**src/rtl/mem_port_arbiter.sv**
```systemverilog
// Round-robin owner of the single main-memory port shared by the cache controller (req0)
// and the I/O/DMA engine (req1). One access in flight, fixed MEM_LAT memory latency.
module mem_port_arbiter #(
   parameter int AW      = 16,
   parameter int DW      = 32,
   parameter int MEM_LAT = 4
) (
   input  logic          clk,
   input  logic          reset,
   input  logic          Strobe0,
   input  logic          RW0,
   input  logic [AW-1:0] Addr0,
   input  logic [DW-1:0] WData0,
   output logic          Rdy0,
   output logic [DW-1:0] RData0,
   input  logic          Strobe1,
   input  logic          RW1,
   input  logic [AW-1:0] Addr1,
   input  logic [DW-1:0] WData1,
   output logic          Rdy1,
   output logic [DW-1:0] RData1,
   output logic [1:0]    Gnt,
   output logic          Busy,
   output logic          MStrobe,
   output logic          MRW,
   output logic [AW-1:0] MAddr,
   output logic [DW-1:0] MWData,
   input  logic [DW-1:0] MRData
);

   typedef enum logic [1:0] {S_IDLE, S_ISSUE, S_WAIT, S_DONE} state_t;

   localparam logic [3:0] LAT_M1 = 4'(MEM_LAT - 1);

   state_t        r_state;
   logic [3:0]    r_ctr;
   logic          r_last_gnt;
   logic [1:0]    r_gnt;
   logic          r_busy;
   logic          r_mstrobe;
   logic          r_mrw;
   logic [AW-1:0] r_maddr;
   logic [DW-1:0] r_mwdata;
   logic          r_rdy0;
   logic          r_rdy1;
   logic [DW-1:0] r_rdata0;
   logic [DW-1:0] r_rdata1;

   logic w_req0;
   logic w_req1;
   logic w_pick1;

   // A requester still showing its Rdy pulse is finishing its handshake, not asking again.
   assign w_req0  = Strobe0 & ~r_rdy0;
   assign w_req1  = Strobe1 & ~r_rdy1;
   // On a tie the requester that was not served last wins.
   assign w_pick1 = w_req1 & (~w_req0 | ~r_last_gnt);

   always_ff @(posedge clk) begin
      if (reset) begin
         r_state    <= S_IDLE;
         r_ctr      <= '0;
         r_last_gnt <= 1'b1;
         r_gnt      <= 2'b00;
         r_busy     <= 1'b0;
         r_mstrobe  <= 1'b0;
         r_mrw      <= 1'b0;
         r_maddr    <= '0;
         r_mwdata   <= '0;
         r_rdy0     <= 1'b0;
         r_rdy1     <= 1'b0;
         r_rdata0   <= '0;
         r_rdata1   <= '0;
      end else begin
         r_mstrobe <= 1'b0;
         r_rdy0    <= 1'b0;
         r_rdy1    <= 1'b0;
         case (r_state)
            S_IDLE: begin
               if (w_req0 | w_req1) begin
                  r_gnt    <= w_pick1 ? 2'b10 : 2'b01;
                  r_busy   <= 1'b1;
                  r_mrw    <= w_pick1 ? RW1 : RW0;
                  r_maddr  <= w_pick1 ? Addr1 : Addr0;
                  r_mwdata <= w_pick1 ? WData1 : WData0;
                  r_state  <= S_ISSUE;
               end
            end
            S_ISSUE: begin
               r_mstrobe <= 1'b1;
               r_ctr     <= LAT_M1;
               r_state   <= S_WAIT;
            end
            S_WAIT: begin
               if (r_ctr != 4'd0) begin
                  r_ctr <= r_ctr - 4'd1;
               end else begin
                  if (!r_mrw) begin
                     if (r_gnt[0]) r_rdata0 <= MRData;
                     else          r_rdata1 <= MRData;
                  end
                  r_state <= S_DONE;
               end
            end
            S_DONE: begin
               r_rdy0     <= r_gnt[0];
               r_rdy1     <= r_gnt[1];
               r_last_gnt <= r_gnt[1];
               r_gnt      <= 2'b00;
               r_busy     <= 1'b0;
               r_state    <= S_IDLE;
            end
            default: r_state <= S_IDLE;
         endcase
      end
   end

   assign Gnt     = r_gnt;
   assign Busy    = r_busy;
   assign MStrobe = r_mstrobe;
   assign MRW     = r_mrw;
   assign MAddr   = r_maddr;
   assign MWData  = r_mwdata;
   assign Rdy0    = r_rdy0;
   assign Rdy1    = r_rdy1;
   assign RData0  = r_rdata0;
   assign RData1  = r_rdata1;

endmodule
```
**config.mk**
```make
export PLATFORM = sky130hd
export DESIGN_NAME = mem_port_arbiter
export DESIGN_NICKNAME = d
export VERILOG_FILES = /design/src/rtl/mem_port_arbiter.sv
export SDC_FILE = /design/constraint.sdc
export NUM_CORES = 1
export LEC_CHECK = 0
export ABC_AREA = 0
export ABC_CLOCK_PERIOD_IN_PS = 3800
export CAP_MARGIN = 30
export CORE_UTILIZATION = 36
export CTS_CLUSTER_SIZE = 40
export DETAILED_ROUTE_END_ITERATION = 16
export GPL_ROUTABILITY_DRIVEN = 0
export GPL_TIMING_DRIVEN = 1
export PLACE_DENSITY = 0.69
export SYNTH_ARGS = -nofsm -noshare
export SYNTH_HDL_FRONTEND = slang
export SYNTH_SLANG_ARGS = --single-unit
```
**constraint.sdc**
```tcl
create_clock -name clk -period 3.8 [get_ports clk]
set_input_delay 0.95 -clock clk [delete_from_list [all_inputs] [get_ports clk]]
set_output_delay 0.95 -clock clk [all_outputs]
set_load 0.05 [all_outputs]
```
# Word-level counts from Yosys, hierarchy flattened
# Index checks and enable logic that the tools add are counted.
# op_classes
n_eq_ne	6
n_bitwise	13
muxes	14
reduce_logical	11
add_sub_neg	1
# op_table
op	n
two-way mux 32 bit	1
two-way mux 16 bit	1
two-way mux 2 bit	4
inverter 1 bit	8
case mux 2 bit (4 select lines)	1
case mux 4 bit (2 select lines)	1
AND reduction 2 bit	4
AND reduction 4 bit	2
inequality test 2 bit (second input constant)	3
equality test 2 bit (second input constant)	2
two-way mux 4 bit	1
case mux 2 bit (2 select lines)	1
nonzero test 2 bit	2
nonzero test 4 bit	1
subtractor 4 x 1 -> 4 bit (second input constant)	1
AND 1 bit	3
two-way mux 1 bit	3
equality test 2 x 1 -> 1 bit (second input constant)	1
zero test 2 bit	1
bitwise OR 1 bit	2
case mux 1 bit (2 select lines)	1
OR reduction 2 bit	1
# totals
wordCells	58
regBits	126
input_bits	134
output_inout_bits	119

# Depth between registers and ports, before layout
# depth
ltp_word	8
depth_mapped	8
depth_no_buf	5

# Worst setup path after synthesis
# Ideal clock, no wire load.
# synth_timing
path_type	input port to flip-flop
from	in Strobe1
to	reg r_maddr[13] (netlist: MAddr[13])
path_buffers	2
arrival_time_ns	1.795
setup_time_ns	0.141
slack_ns	1.864
required_ns	3.659
stages	5
cell_sequence	and2b_1 -> o21ai_1 -> buf_2 -> buf_2 -> a221oi_1
# synth_between
elab_chain_len	3
elab_cells_between_ends	5
classes_between	mux: 1; bitwise: 3; reduce/logical: 1
# synth_rtl
item	line_no	text
start, declared	16	input logic Strobe1,
AND 1 bit *	55	assign w_req1 = Strobe1 & ~r_rdy1;
AND 1 bit or bitwise OR 1 bit (tied branches)	57, 80	
two-way mux 16 bit or AND reduction 2 bit (tied branches)	--	
end signal, assigned	84	r_maddr <= w_pick1 ? Addr1 : Addr0;
end, declared	42	logic [AW-1:0] r_maddr;
# Mark *: on every way between the ends. The rest lies on a longest branch, timed or not.
# A chain may end at the register's enable or synchronous reset.

# Worst setup path after layout
# layout_timing
from	reg r_gnt[0] (netlist: Gnt[0])
to	out Gnt[0]
# layout_lines
item	line_no	text
start, declared	38	logic [1:0] r_gnt;
start signal, assigned	81	r_gnt <= w_pick1 ? 2'b10 : 2'b01;
end, declared	22	output logic [1:0] Gnt,
# No word-level cell between the ends.

==> results <==
- Prior to clock tree synthesis, the placed netlist has a worst setup slack of 0.810 ns.
- The overall via count from detail_route is 5,832.
- The maximum vdd ir drop is 0.341 mV.
- The number of cells produced by synthesis is 670.
- In this run the tightest slew margin relative to its limit is 40.6%.
- TritonCTS built the clock tree.
- The worst setup path is launched from a flop.
- The areal power density over the cells is 669 nW/um^2.
- The clock tree synthesis step divided the H-tree into 4 levels.
- For this run, the detailed router's first-pass iteration total came to 5.
- The post-CTS setup buffer count is 0.
- The horizontal die dimension is 132 um.
- At the pin with the least slew margin, the transition time is 0.891 ns.
- The initialized floorplan defines 47 standard-cell rows.
- In this run the cell area measured after placement is 8670 um^2.
- The prevailing post-synth register cell is sky130_fd_sc_hd__dfxtp_1.
- The count of different cell masters after synthesis is 37.
- The average instance in the mapped netlist occupies 9.07 um^2.
- Once detail routing completed, the nets flagged for antenna violations numbered 0.
- The static leakage is 3.63 nW.
- Traced cell by cell, the critical path runs through clkdlybuf4s50_1.
- Setup violations remaining at the end of the flow were counted as 0.
- The count of yosys warnings during synthesis is 0.
- On the worst path, the slowest cell contributes a delay of 0.86 ns.
- The floorplan step defined a die boundary enclosing 17,400 um^2.
- The core region is 16,500 um^2.
- CTS saw 126 sinks.
- In the layout the commonest cells are sky130_fd_sc_hd__clkdlybuf4s50_1 (251), sky130_fd_sc_hd__dfxtp_1 (126), sky130_fd_sc_hd__nand2_1 (101), sky130_fd_sc_hd__a221oi_1 (99), sky130_fd_sc_hd__mux2i_1 (67).
- In the final routed layout, each cell accounts on average for 16.7 um.
- In this run, synthesis inferred 0 flip-flops with an integrated enable.
- The worst hold slack is 0.454 ns.
- The share of flip-flops with an asynchronous set or reset after synthesis is 0%.
- The cell type with the highest aggregate area in the netlist is sky130_fd_sc_hd__dfxtp_1.
- Pin placement for this block handled 253 I/O pins.
- The number of max-slew violations in the final report came to 0.
- Wires add up to 18,600 um.
- Setup repair after global routing left no endpoint under its margin.
- The final net count is 1,022.
- The achievable frequency is 373 MHz.
- The starting density of the core is 36.8%.
- The setup path with the least slack is of type flop to output pin.
- Ranked by total cell area, the synthesized netlist is headed by sky130_fd_sc_hd__dfxtp_1 (41%), sky130_fd_sc_hd__a221oi_1 (14%), sky130_fd_sc_hd__mux2i_1 (11%).
- The minimum clock period is 2.68 ns.
- After clock tree synthesis, the clock-pin slew on the worst setup and hold paths is 0.05 ns.
- The share of cells above drive strength 1 is 5.72%.
- The post-DP HPWL is 12,400 um.
- Cells fill 56.0% of the core in the end.
- Between clock sinks in the finished design, the worst skew comes to 0.0102 ns.
- For this design, the CTS-stage hold fixing added 0 buffers.
- The floorplan step set the die height to 132 um.
- After routing, the total negative slack on setup checks comes to 0 ns.
- The count of buffering cells on the critical path with inverters included is 1.
- Synthesis inferred 126 register bits.
- The number of hold violations in the final report is 0.
- Global routing finished with a remaining overflow of 0.
- The detailed-route vias per instance is 5.24.
- From synthesis to final layout, the design area changed by 52.2%.
- The wire length of the first global-routing pass is 29,200 um.
- The first routing iteration left 330 violations.
- The number of standard cells in the layout, taps in and fillers out is 1,112.
- Along the worst path, the maximum fanout reaches 6.
- The initial antenna violation count is 0.
- STA classifies the critical path endpoint as an output pin.
- The number of input and output port buffers inserted is 252.
- Entering global routing, the biggest net connects 63 pins.
- Data arrives at the worst endpoint at 1.73 ns.
- The post-route standard cell area excluding fillers is 9250 um^2.
- The minimum setup slack in the final design is 1.12 ns.
- Counting tap cells, the placed design contains a total of 1,082 instances.
- The fraction of the cycle the final worst path needs is 70.5%.
- The master cell of the clock root buffer is sky130_fd_sc_hd__clkbuf_16.
- The netlist area before placement is 6080 um^2.
- TritonCTS created 17 clock buffers.
- The later pin in the worst-skew pair is clocked with a latency of 0.42 ns.
- The longest clock path from root to sink contains 2 buffers.
- The data required time at the worst endpoint is 2.85 ns.
- The via count of the first global-routing pass is 5,554.
- The kind of cell with the highest combined delay along the critical path is buffers and inverters.
- Global routing consumed, over all layers together, 21.1% of the routing resources.
- The number of max-cap violations is 0.
- The tightest min-delay check is of the flop to flop type.
- The number of antenna diodes in the final layout is 0.
- The detailed-route DRC error count is 0.
- The post-synth net total is 811.
- The number of gates resized after CTS was 0.
- The most common cell after layout, fill and taps aside is sky130_fd_sc_hd__clkdlybuf4s50_1.
- The run finished with clean final reports.
- The share of the synthesized area in the top cell type is 41.5%.
- The total design power is 6.19 mW.
- The sequential area share after synthesis is 41.5%.
- The cell type of the slowest stage on the worst timing path is sky130_fd_sc_hd__clkdlybuf4s50_1.
-- cells in the mapped netlist (2+ instances only) --
cell type / n
sky130_fd_sc_hd__nand3_1: 4
sky130_fd_sc_hd__buf_4: 2
sky130_fd_sc_hd__buf_2: 15
sky130_fd_sc_hd__ha_1: 7
sky130_fd_sc_hd__a31oi_1: 2
sky130_fd_sc_hd__and3_1: 2
sky130_fd_sc_hd__nor2_1: 2
sky130_fd_sc_hd__a211oi_1: 2
sky130_fd_sc_hd__mux2i_1: 67
sky130_fd_sc_hd__dfxtp_1: 126
sky130_fd_sc_hd__o21ai_0: 41
sky130_fd_sc_hd__a311oi_1: 2
sky130_fd_sc_hd__nand2_1: 101
sky130_fd_sc_hd__inv_1: 54
sky130_fd_sc_hd__a221oi_1: 99
sky130_fd_sc_hd__inv_2: 3
sky130_fd_sc_hd__or3_1: 2
sky130_fd_sc_hd__nor2b_1: 4
sky130_fd_sc_hd__and3b_1: 50
sky130_fd_sc_hd__nand4_1: 2
sky130_fd_sc_hd__nand2b_1: 4
sky130_fd_sc_hd__buf_12: 3
sky130_fd_sc_hd__o21ai_1: 11
sky130_fd_sc_hd__clkbuf_1: 52
-- sequential cells by signal, summed over array words and instances, names as in the netlist, 2 cells and up --
register  flops
RData0       32
RData1       32
r_ctr         4
r_state       2
MWData       32
Gnt           2
MAddr        16
-- where the power goes --
group	total (mW)	leakage, nW	internal, mW	switching, mW
clock	1.63	0.283	1.06	0.578
sequential	1.78	1.03	1.61	0.175
combinational	2.78	2.31	1.02	1.76
total	6.19	3.63	3.68	2.51
-- cells by family (layout without fill, tap and decap cells) --
kind of cell,count (synthesis),in the layout,share of synthesized area (%)
simple gates,178,178,16.7
compound gates,161,161,19.9
buf+inv,131,353,9.47
flops,126,126,41.5
mux,67,67,11.0
fa+ha+maj,7,7,1.44
-- area by class of cell --
type,instances,area (um^2)
inverter,57,214
sequential,126,2520
tap,220,275
multi-input combinational,413,3000
clock buffer,23,468
clock inverter,7,113
fill,1528,7270
timing repair buffer,266,2660
-- path summary, 6_finish.rpt --
check,from,end,slack [ns],cells past startpoint
hold reg to reg,RData1[2],RData1[2],0.45,2
setup / recovery,Gnt[0],Gnt[0],1.12,1
setup reg to reg,Rdy1,MAddr[0],1.60,5
hold / removal,RData1[2],RData1[2],0.45,2
-- routing by layer --
| layer | up-vias | share of wire [%] | GRT usage [%] |
|---|---|---|---|
| li1 | 2842 | - | - |
| met1 | 2715 | 44 | 26.2 |
| met2 | 257 | 46 | 33.9 |
| met3 | 18 | 9.3 | 7.50 |
| met4 | 0 | 1.4 | 7.11 |
| met5 | - | 0 | 0 |
Note: power is estimated with default switching activity, not from simulation.
